[src/rtl/line_buffer_window_ctrl.sv]
// Circular line-buffer controller: tracks write slot, window head, fill level
// and row position for a KER_SIZE-column sliding window with configurable stride.
module line_buffer_window_ctrl #(
    parameter int KER_SIZE = 3,
    parameter int STRIDE_W = 2,
    parameter int COL_W    = 10,
    localparam int PTR_W   = (KER_SIZE > 2) ? $clog2(KER_SIZE) : 1,
    localparam int FILL_W  = $clog2(KER_SIZE + 1)
) (
    input  logic                clk,
    input  logic                rstn,
    input  logic                flush,
    input  logic [STRIDE_W-1:0] cfg_stride,
    input  logic [COL_W-1:0]    cfg_row_len,
    input  logic                in_valid,
    output logic                in_ready,
    output logic [PTR_W-1:0]    col_ptr,
    output logic                win_valid,
    input  logic                win_ready,
    output logic [PTR_W-1:0]    head_ptr,
    output logic [FILL_W-1:0]   fill_cnt,
    output logic [COL_W-1:0]    col_idx,
    output logic                row_done
);

    localparam int IW = COL_W + 1;

    typedef enum logic [1:0] {FILL, WIN, ADV, DONE} state_t;

    state_t              state_q, state_d;
    logic [PTR_W-1:0]    col_ptr_q, col_ptr_d;
    logic [FILL_W-1:0]   fill_cnt_q, fill_cnt_d;
    logic [COL_W-1:0]    col_idx_q, col_idx_d;
    logic [STRIDE_W-1:0] skip_q, skip_d;
    logic [STRIDE_W-1:0] stride_q, stride_d;
    logic [COL_W-1:0]    row_len_q, row_len_d;

    logic                first_col;
    logic                accept;
    logic [STRIDE_W-1:0] live_stride;
    logic [STRIDE_W-1:0] stride_eff;
    logic [COL_W-1:0]    row_len_eff;
    logic [PTR_W-1:0]    col_ptr_inc;
    logic [COL_W-1:0]    col_idx_inc;
    logic [FILL_W-1:0]   fill_inc;
    logic [IW-1:0]       idx_plus_stride;

    assign in_ready  = (state_q == FILL) || (state_q == ADV);
    assign win_valid = (state_q == WIN);
    assign row_done  = (state_q == DONE);
    assign col_ptr   = col_ptr_q;
    assign head_ptr  = col_ptr_q;
    assign fill_cnt  = fill_cnt_q;
    assign col_idx   = col_idx_q;

    // On the first column of a row the live config drives decisions; it is latched then.
    assign first_col       = (col_idx_q == '0);
    assign live_stride     = (cfg_stride == '0) ? STRIDE_W'(1) : cfg_stride;
    assign stride_eff      = first_col ? live_stride : stride_q;
    assign row_len_eff     = first_col ? cfg_row_len : row_len_q;
    assign accept          = in_valid & in_ready;
    assign col_ptr_inc     = (col_ptr_q == PTR_W'(KER_SIZE - 1)) ? '0 : col_ptr_q + PTR_W'(1);
    assign col_idx_inc     = col_idx_q + COL_W'(1);
    assign fill_inc        = fill_cnt_q + FILL_W'(1);
    assign idx_plus_stride = {1'b0, col_idx_q} + IW'(stride_eff);

    always_comb begin
        state_d    = state_q;
        col_ptr_d  = col_ptr_q;
        fill_cnt_d = fill_cnt_q;
        col_idx_d  = col_idx_q;
        skip_d     = skip_q;
        stride_d   = stride_q;
        row_len_d  = row_len_q;

        case (state_q)
            FILL: begin
                if (accept) begin
                    col_ptr_d  = col_ptr_inc;
                    col_idx_d  = col_idx_inc;
                    fill_cnt_d = fill_inc;
                    if (first_col) begin
                        stride_d  = live_stride;
                        row_len_d = cfg_row_len;
                    end
                    if (fill_inc == FILL_W'(KER_SIZE))
                        state_d = WIN;
                    else if (col_idx_inc >= row_len_eff)
                        state_d = DONE;
                end
            end
            WIN: begin
                if (win_ready) begin
                    if (idx_plus_stride > {1'b0, row_len_eff}) begin
                        state_d = DONE;
                    end else begin
                        skip_d  = stride_eff;
                        state_d = ADV;
                    end
                end
            end
            ADV: begin
                if (accept) begin
                    col_ptr_d  = col_ptr_inc;
                    col_idx_d  = col_idx_inc;
                    fill_cnt_d = (fill_cnt_q == FILL_W'(KER_SIZE)) ? fill_cnt_q : fill_inc;
                    skip_d     = skip_q - STRIDE_W'(1);
                    if (skip_q == STRIDE_W'(1))
                        state_d = WIN;
                end
            end
            DONE: begin
                col_ptr_d  = '0;
                fill_cnt_d = '0;
                col_idx_d  = '0;
                state_d    = FILL;
            end
            default: state_d = FILL;
        endcase

        if (flush) begin
            state_d    = FILL;
            col_ptr_d  = '0;
            fill_cnt_d = '0;
            col_idx_d  = '0;
            skip_d     = '0;
            stride_d   = '0;
            row_len_d  = '0;
        end
    end

    always_ff @(posedge clk or negedge rstn) begin
        if (!rstn) begin
            state_q    <= FILL;
            col_ptr_q  <= '0;
            fill_cnt_q <= '0;
            col_idx_q  <= '0;
            skip_q     <= '0;
            stride_q   <= '0;
            row_len_q  <= '0;
        end else begin
            state_q    <= state_d;
            col_ptr_q  <= col_ptr_d;
            fill_cnt_q <= fill_cnt_d;
            col_idx_q  <= col_idx_d;
            skip_q     <= skip_d;
            stride_q   <= stride_d;
            row_len_q  <= row_len_d;
        end
    end

endmodule

[config.mk]
export PLATFORM = sky130hd
export DESIGN_NAME = line_buffer_window_ctrl
export DESIGN_NICKNAME = d
export VERILOG_FILES = /design/src/rtl/line_buffer_window_ctrl.sv
export SDC_FILE = /design/constraint.sdc
export NUM_CORES = 1
export LEC_CHECK = 0
export CORE_ASPECT_RATIO = 0.6
export CORE_UTILIZATION = 50
export CTS_CLUSTER_DIAMETER = 100
export DETAILED_ROUTE_END_ITERATION = 8
export PLACE_DENSITY = 0.85
export RECOVER_POWER = 50
export REMOVE_ABC_BUFFERS = 1
export SYNTH_ARGS = -nofsm -noshare
export SYNTH_HDL_FRONTEND = slang
export SYNTH_SLANG_ARGS = --single-unit
export TNS_END_PERCENT = 5
[constraint.sdc]
create_clock -name clk -period 3.59 [get_ports clk]
set_input_delay 1.077 -clock clk [delete_from_list [all_inputs] [get_ports clk]]
set_output_delay 1.077 -clock clk [all_outputs]
set_load 0.01 [all_outputs]
==> flow_summary.ini, run 1 <==
[status]
outcome = complete, but fails checks
violations = capacitance limit, slew limit, setup timing

[timing]
clock.fmax_mhz = 261
hold_viol = 0
setup_viol = 4
worst_pin_slew_ns = 1.68
slew_headroom_pct = -12.2
min_period_over_period_pct = 107
fin_skew_ns = 0.00532
fin_tns_setup_ns = -0.906
finalMaxSlewViolations = 31
setup_ws_ns = -0.248
rsz0062_at_grt = true
fin_crit_ns = 3.84

[worst_setup_path]
slowest_delay_ns = 0.42
slowest_stage = dfrtp_1
worstPathArrival_ns = 4.02
cp_cell_sequence = nor4_4, nand4b_1, buf_6, mux2i_2, inv_2, ha_4, inv_2, fa_2, nor3_4, xor2_1, ha_1, a21o_1, a21oi_2, nand3_1, o21ai_2, a41oi_2, mux2_4
cp_num_cells = 17
cpLargestDelayFamily = simple AND/OR/NAND/NOR gates
critPathBufInv = 3
worst-path-max-fanout = 4
crit_path_frequent_cell = inv_2
ff2ff_setup_slack_ns = -0.25
r2r_cells = 17
regToRegStartpoint = col_idx[2]
r2r_end = skip_q[0]
cp-end-kind = flip-flop
start_kind = flip-flop
critPathRequiredTime_ns = 3.78
worstSetupPathType = flip-flop to flip-flop

[drt]
wirelength_um = 7360
first_pass_iters = 5
post_drt_wl_per_cell_um = 17.6
vias_per_cell = 5.77
drt.antenna.violating_nets = 0
drc = 0
via_count = 2419
drt_iter0_markers = 277

[synth]
yosysTopAreaCellShare_pct = 30.2
syn_avg_cell_area_um2 = 8.94
synthCells = 278
synth_edf_count = 0
seq_area_frac_synth_pct = 30.2
yosys-top-cells-count = nor2_1, dfrtp_1, ha_1
yosys_warnings = 0
ys_seq_elements = 30
async_flop_share_pct = 100
yosysTopAreaCell = dfrtp_1
ys_types = 50
synthTopCellsByArea = dfrtp_1, ha_1, mux2i_1
synth.most_common_cell = nor2_1
ys.flop_type = dfrtp_1
syn-cell-area_um2 = 2480

[die]
core_area_um2 = 4680
die_h_um = 56.6
die_w_um = 93.0
pin_count = 36
rows = 19
start_util_pct = 53.1
die-area_um2 = 5260

[power_and_ir_drop]
p_leak_nw = 1.63
fin_total_pwr_mw = 2.13
cellPowerDensity_nw_per_um2 = 628
peakVddDrop_v = 0.000454

[placed_design]
routabilityCongestion = 0.942
portBuffers = 35
dp_slack_ns = -0.785
place.detailed.hpwl_um = 4690

[clock_network]
cts.clk_slew.worst_paths_ns = 0.07
cts.sinks = 30
htreeDepth = 2
worstSkewPairLatency_ns = 0.30
cts_tree = built
cts_buffer_depth = 2
cts_made_buffers = 5
cts_root_buf = clkbuf_8

[global_route]
grt-ovfl-total = 0
antenna_found_initial = 0
grt_start_max_net_pins = 36
grt_use_total_pct = 29.7
grt_pass1_vias = 2430
grt_pass1_wl_um = 11700

[worst_hold_path]
holdPathEnd = row_len_q[0]
hp-start = row_len_q[0]
hold_depth = 2
hp-class = flip-flop to flip-flop

[flow_run]
max_cap_viol_count = 1

[cells_and_area]
drive_above_1_share_pct = 24.4
nets = 400
diodes = 0
syn2layout_area_growth_pct = 36.6
per-stage QoR:
stage	hold WS, ns	instances	util (%)	instance area (um2)
final	0.558	419	72.5	3390
after global routing	0.573	419	72.5	3390
after CTS	0.544	415	71.1	3330
after detailed placement	0.529	385	64.0	3000
after global placement	0.512	385	64.0	3000
after floorplan	0.486	257	-	2340
flip-flops by register name, summed over array words and instances (netlist names):
register / flops
col_idx: 10
row_len_q: 10
col_ptr: 2
fill_cnt: 2
skip_q: 2
state_q: 2
stride_q: 2
timing repair:
item,CTS,global route
pin swaps,10,11
hold buffers,0,0
gates resized for setup,20,7
endpoints found under the setup margin,3,4
setup buffers,22,4
worst register-to-register path: cells and delay by family, from the launching register on:
kind                       cells  cell delay [ns]
DFF                            1             0.42
and+or+nand+nor                4             0.82
xor gates and xnor gates       1             0.18
buffers and inverters          3             0.30
adders and majority gates      3             0.81
muxes                          2             0.49
AOI/OAI and AO/OA              4             0.70
cells in the final DEF (no fill, tap or decap), drive strengths merged, types with 3 or more instances in the layout:
cell type	count
nand4	3
nand2b	3
nor2	38
a21o	5
a211oi	10
dlygate4sd3	3
a21oi	16
o21ai	5
a211o	3
buf	54
xor2	12
xnor2	6
dfrtp	30
nor2b	5
clkdlybuf4s50	30
inv	12
nand3	11
a22oi	8
ha	27
mux2i	16
nand2	19
nor3	9
clkbuf	9
per-layer routing:
layer  routed length [um]  up-vias  GRT usage [%]  part of all wire (%)
met1                 3180     1155           38.9                    43
met2                 3510      108           47.6                    48
li1                     -     1136              -                     -
met3                  512       20           6.64                   7.0
met5                    0        -              0                     0
met4                  163        0           12.5                   2.2
report_power, final:
| group | internal [mW] | switching (mW) |
|---|---|---|
| registers | 0.420 | 0.0903 |
| clock network | 0.154 | 0.137 |
| logic | 0.659 | 0.669 |
cells by family (layout without fill, tap and decap cells):
logic type / Yosys count / in the layout / synth area share [%]
muxes: 18 / 18 / 7.35
and+or+nand+nor: 95 / 95 / 18.2
DFF: 30 / 30 / 30.2
AOI/OAI and AO/OA: 56 / 56 / 16.0
buffers and inverters: 33 / 111 / 7.50
xor gates and xnor gates: 18 / 18 / 6.34
adders and majority gates: 28 / 28 / 14.4
how the worst max path moves through the flow:
stage | endpoint | start
floorplan | skip_q[0] | col_idx[5]
global placement | skip_q[0] | cfg_stride[0]
detailed placement | skip_q[0] | cfg_stride[0]
CTS | skip_q[0] | col_idx[7]
global route | skip_q[0] | col_idx[2]
finish | skip_q[0] | col_idx[2]
layout make-up:
| class | instances | area, um2 |
|---|---|---|
| multi-input cells | 215 | 1650 |
| flip-flops and latches | 30 | 751 |
| clock inverters | 1 | 5.00 |
| repair buffers | 91 | 776 |
| well taps | 63 | 78.8 |
| fillers | 326 | 1290 |
| inverters | 12 | 45.0 |
| clock buffers | 7 | 86.3 |
Power figures use the tool's default switching activity.
==> inputs of run 2 (changes only) <==
--- a/config.mk
+++ b/config.mk
@@ -9,9 +9,10 @@
 export CORE_UTILIZATION = 50
 export CTS_CLUSTER_DIAMETER = 100
 export DETAILED_ROUTE_END_ITERATION = 8
-export PLACE_DENSITY = 0.85
+export PLACE_DENSITY_LB_ADDON = 0.05
 export RECOVER_POWER = 50
 export REMOVE_ABC_BUFFERS = 1
+export SETUP_SLACK_MARGIN = 0.15
 export SYNTH_ARGS = -nofsm -noshare
 export SYNTH_HDL_FRONTEND = slang
 export SYNTH_SLANG_ARGS = --single-unit
==> flow_summary.ini, run 2 (synthesis gave the netlist of run 1 again) <==
[clock_network]
hold_buffers = 0
cts_made_buffers = 5
worstSkewPairLatency_ns = 0.30
cts_root_buf = clkbuf_8
cts.sinks = 30
cts_buffer_depth = 2
htreeDepth = 2
cts_tree = built
cts.clk_slew.worst_paths_ns = 0.08

[die]
die_w_um = 93.0
die-area_um2 = 5260
rows = 19
pin_count = 36
core_area_um2 = 4680
start_util_pct = 53.1
die_h_um = 56.6

[drt]
wirelength_um = 7830
drc = 0
vias_per_cell = 5.74
post_drt_wl_per_cell_um = 18.2
drt.antenna.violating_nets = 0
via_count = 2467
drt_iter0_markers = 171
first_pass_iters = 5

[placed_design]
portBuffers = 35
routabilityCongestion = 0.895
place.detailed.hpwl_um = 4670

[worst_setup_path]
worst-path-max-fanout = 3
cpLargestDelayFamily = buffers and inverters
worstSetupPathType = flip-flop to flip-flop
cp-end-kind = flip-flop
slowest_delay_ns = 0.43
crit_path_frequent_cell = buf_4
slowest_stage = dfrtp_1
cp_cell_sequence = nor4_4, nand4b_1, buf_6, mux2i_2, buf_4, buf_4, buf_4, buf_4, buf_4, buf_4, buf_4, buf_4, buf_4, buf_4, buf_4, buf_4, buf_4, buf_4, buf_4, buf_4, buf_4, o31ai_1, mux2_4
critPathBufInv = 18
start_kind = flip-flop
worstPathArrival_ns = 4.10
critPathRequiredTime_ns = 3.83

[cells_and_area]
final_cell_mix = buf_4, nor2_1, dfrtp_1, clkdlybuf4s50_1, ha_1
diodes = 0
nets = 411
drive_above_1_share_pct = 27.0
n_fill_cell = 351
syn2layout_area_growth_pct = 39.6
layout_commonest_cell = buf_4

[worst_hold_path]
hp-class = flip-flop to flip-flop

[timing]
worst_pin_slew_ns = 1.76
setup_viol = 4
setup_ws_ns = -0.269
fin_crit_ns = 3.86
rsz0062_at_grt = true
whs_ns = 0.540
finalMaxSlewViolations = 31
slew_headroom_pct = -17.4
min_period_over_period_pct = 108
clock.fmax_mhz = 259
fin_tns_setup_ns = -0.805
hold_viol = 0
fin_skew_ns = 0.00720

[status]
violations = capacitance limit, slew limit, setup timing
outcome = complete, but fails checks

[power_and_ir_drop]
p_leak_nw = 1.69
p_seq_share_pct = 21.4
p_int_mw = 1.32
cellPowerDensity_nw_per_um2 = 658
power_frac_comb_pct = 66.0
fin_total_pwr_mw = 2.28
clkPwrFrac_pct = 12.7
switchingPower_uw = 963
peakVddDrop_v = 0.000497
swShare_pct = 42.2

[global_route]
grt_pass1_vias = 2384
grt_pass1_wl_um = 12000
grt_start_max_net_pins = 35
grt-ovfl-total = 0
antenna_found_initial = 0
grt_use_total_pct = 30.6

[flow_run]
max_cap_viol_count = 1
==> run 2: repair_timing <==
item / in CTS / in global routing
setup endpoints to repair: 3 / 4
pin swaps: 13 / 12
hold endpoints to repair: 0 / 0
resized for setup: 22 / 7
buffers inserted: 35 / 2
==> run 2: routing by layer <==
layer | global-route usage [%] | vias to the layer above | part of all wire, %
met5 | 0 | - | 0
met1 | 43.6 | 1180 | 46
met2 | 45.9 | 112 | 45
met3 | 5.83 | 19 | 6.9
met4 | 12.1 | 0 | 2.8
li1 | - | 1156 | -
==> run 2: final timing paths <==
path / from / endpoint / slack [ns] / depth (start not counted)
worst max-delay path: col_idx[7] / skip_q[0] / -0.27 / 23
worst min-delay path: skip_q[1] / skip_q[1] / 0.54 / 2
worst max register to register: col_idx[7] / skip_q[0] / -0.27 / 23
worst min register to register: skip_q[1] / skip_q[1] / 0.54 / 2
max in group asynchronous: rstn / stride_q[0] / 0.79 / 2
min in group asynchronous: rstn / fill_cnt[1] / 1.77 / 2
==> run 2: area by class of cell <==
cell class	instances	area [um2]	area share (%)
multi-input combinational	215	1630	47.0
clock buffer	5	68.8	1.98
timing repair buffer	102	873	25.2
clock inverter	3	21.3	0.613
tap	63	78.8	2.27
sequential	30	751	21.6
inverter	12	45.0	1.30
==> run 2: tightest hold or removal path, cell delays in order, from the launching register on <==
cell,delay [ns]
dfrtp_1,0.37
inv_1,0.07
mux2i_1,0.07
==> run 2: power groups by stage <==
stage	Sequential [mW]	Clock, mW	Combinational (mW)
finish	0.488	0.289	1.51
global route	0.499	0.301	1.61
CTS	0.485	0.285	1.36
detailed placement	0.491	0	1.05
global placement	0.487	0	1.03
floorplan	0.519	0	0.613
==> run 2: through the flow <==
stage | cells | setup WS [ns] | util [%] | cell area (um2)
finish | 430 | -0.269 | 74.1 | 3470
global route | 430 | -0.406 | 74.1 | 3470
CTS | 428 | -0.0699 | 73.1 | 3430
detailed placement | 385 | -0.763 | 64.0 | 3000
global placement | 385 | -0.690 | 64.0 | 3000
floorplan | 257 | -0.481 | - | 2340
==> inputs of run 3 (changes only) <==
==> constraint.sdc (replaced) <==
create_clock -name clk -period 3.5 [get_ports clk]
set_input_delay 1.05 -clock clk [delete_from_list [all_inputs] [get_ports clk]]
set_output_delay 1.05 -clock clk [all_outputs]
set_load 0.01 [all_outputs]
==> flow_summary.ini, run 3 (synthesis gave the netlist of run 1 again) <==
[worst_setup_path]
worstSetupPathType = flip-flop to flip-flop
ff2ff_setup_slack_ns = -0.34
cpLargestDelayFamily = simple AND/OR/NAND/NOR gates
critPathRequiredTime_ns = 3.69
slowest_stage = dfrtp_1
cp_num_cells = 17
worst-path-max-fanout = 4
critPathBufInv = 4
cp-end-kind = flip-flop
crit_path_frequent_cell = inv_2
r2r_cells = 17
slowest_delay_ns = 0.40
critical_path.startpoint = col_idx[7]
cp_cell_sequence = nor4_2, nand4b_1, buf_6, mux2i_2, inv_2, ha_4, inv_2, fa_2, buf_4, nor3_2, xor2_1, ha_1, a21oi_1, nand3_1, o21ai_2, a41oi_2, mux2_4
start_kind = flip-flop
critPathCapture = skip_q[0]
regToRegStartpoint = col_idx[7]
r2r_end = skip_q[0]
worstPathArrival_ns = 4.03

[global_route]
antenna_found_initial = 0
grt_use_total_pct = 30.3
grt-ovfl-total = 0
grt_pass1_vias = 2430
grt_pass1_wl_um = 12100
grt_start_max_net_pins = 36

[die]
start_util_pct = 53.1
pin_count = 36
core_area_um2 = 4680
die-area_um2 = 5260
rows = 19
die_w_um = 93.0
die_h_um = 56.6

[drt]
via_count = 2379
drt_iter0_markers = 152
vias_per_cell = 5.60
first_pass_iters = 5
wirelength_um = 7270
drc = 0
drt.antenna.violating_nets = 0
post_drt_wl_per_cell_um = 17.1

[clock_network]
cts.sinks = 30
cts_tree = built
cts_root_buf = clkbuf_8
cts_buffer_depth = 2
htreeDepth = 2
cts.clk_slew.worst_paths_ns = 0.08
worstSkewPairLatency_ns = 0.30
cts_made_buffers = 5

[status]
violations = capacitance limit, slew limit, setup timing
outcome = complete, but fails checks

[power_and_ir_drop]
switchingPower_uw = 926
power_frac_comb_pct = 64.1
clkPwrFrac_pct = 14.0
p_leak_nw = 1.66
fin_total_pwr_mw = 2.24
cellPowerDensity_nw_per_um2 = 649
p_seq_share_pct = 21.9
p_int_mw = 1.31
peakVddDrop_v = 0.000465
swShare_pct = 41.3

[cells_and_area]
utilization_pct = 73.7
drive_above_1_share_pct = 26.5
layout_commonest_cell = buf_4
nets = 406
fin_cells = 425
diodes = 0
design_area_um2 = 3450
final_cell_mix = buf_4, nor2_1, dfrtp_1, clkdlybuf4s50_1, ha_1
syn2layout_area_growth_pct = 38.8

[timing]
fin_tns_setup_ns = -1.04
hold_viol = 0
setup_ws_ns = -0.336
clock.fmax_mhz = 261
slew_headroom_pct = -16.4
fin_crit_ns = 3.84
whs_ns = 0.549
worst_pin_slew_ns = 1.75
fin_skew_ns = 0.0116
min_period_over_period_pct = 110
finalMaxSlewViolations = 31
setup_viol = 4
rsz0062_at_grt = true

[worst_hold_path]
hp-class = flip-flop to flip-flop

[placed_design]
placed_cells = 390
place_area_um2 = 3040
dp_slack_ns = -0.903
portBuffers = 35
routabilityCongestion = 0.867
place.detailed.hpwl_um = 4710

[flow_run]
max_cap_viol_count = 1
run 3: changes by cell type in the layout (fill, tap and decap cells not counted), sizes merged:
cell    change
clkbuf      +2
clkinv      -1
buf         -6
run 3: routing by layer:
| layer | vias to the layer above | GRT usage (%) | share of wire [%] |
|---|---|---|---|
| li1 | 1143 | - | - |
| met1 | 1124 | 41.8 | 45 |
| met2 | 102 | 47.3 | 46 |
| met3 | 10 | 6.37 | 8.6 |
| met4 | 0 | 10.1 | 1.2 |
| met5 | - | 0 | 0 |
run 3: final cells by class:
class	count	area [um2]
tap	63	78.8
clock inverter	2	12.5
fill	333	1230
timing repair buffer	97	843
clock buffer	6	82.6
sequential	30	751
multi-input combinational	215	1640
inverter	12	45.0
run 3: what timing repair did:
action                     in CTS  in global routing
pin swaps                      12                 13
setup buffers                  23                  4
hold buffers                    0                  0
setup endpoints to repair       3                  4
gates resized for setup        26                  8
run 3: power groups by stage:
stage,sequential (mW),combinational [mW],clock (mW)
2_1_floorplan,0.532,0.629,0
5_1_grt,0.504,1.57,0.329
6_report,0.491,1.44,0.314
4_1_cts,0.489,1.35,0.313
3_5_place_dp,0.494,1.12,0
3_3_place_gp,0.491,1.11,0
run 3: worst min path at each step:
stage / startpoint / to / slack (ns) / cells past startpoint
final: skip_q[1] / skip_q[1] / 0.55 / 2
after global routing: skip_q[1] / skip_q[1] / 0.58 / 2
after CTS: stride_q[0] / stride_q[0] / 0.54 / 2
after detailed placement: stride_q[0] / stride_q[0] / 0.52 / 2
after global placement: stride_q[0] / stride_q[0] / 0.52 / 2
after floorplan: stride_q[0] / stride_q[0] / 0.49 / 2
run 3: worst reg2reg max path: stages, from the launching register on:
cell      delay [ns]
dfrtp_1         0.40
nor4_2          0.33
nand4b_1        0.16
buf_6           0.16
mux2i_2         0.16
inv_2           0.09
ha_4            0.13
inv_2           0.03
fa_2            0.38
buf_4           0.16
nor3_2          0.23
xor2_1          0.21
ha_1            0.29
a21oi_1         0.17
nand3_1         0.11
o21ai_2         0.21
a41oi_2         0.16
mux2_4          0.32
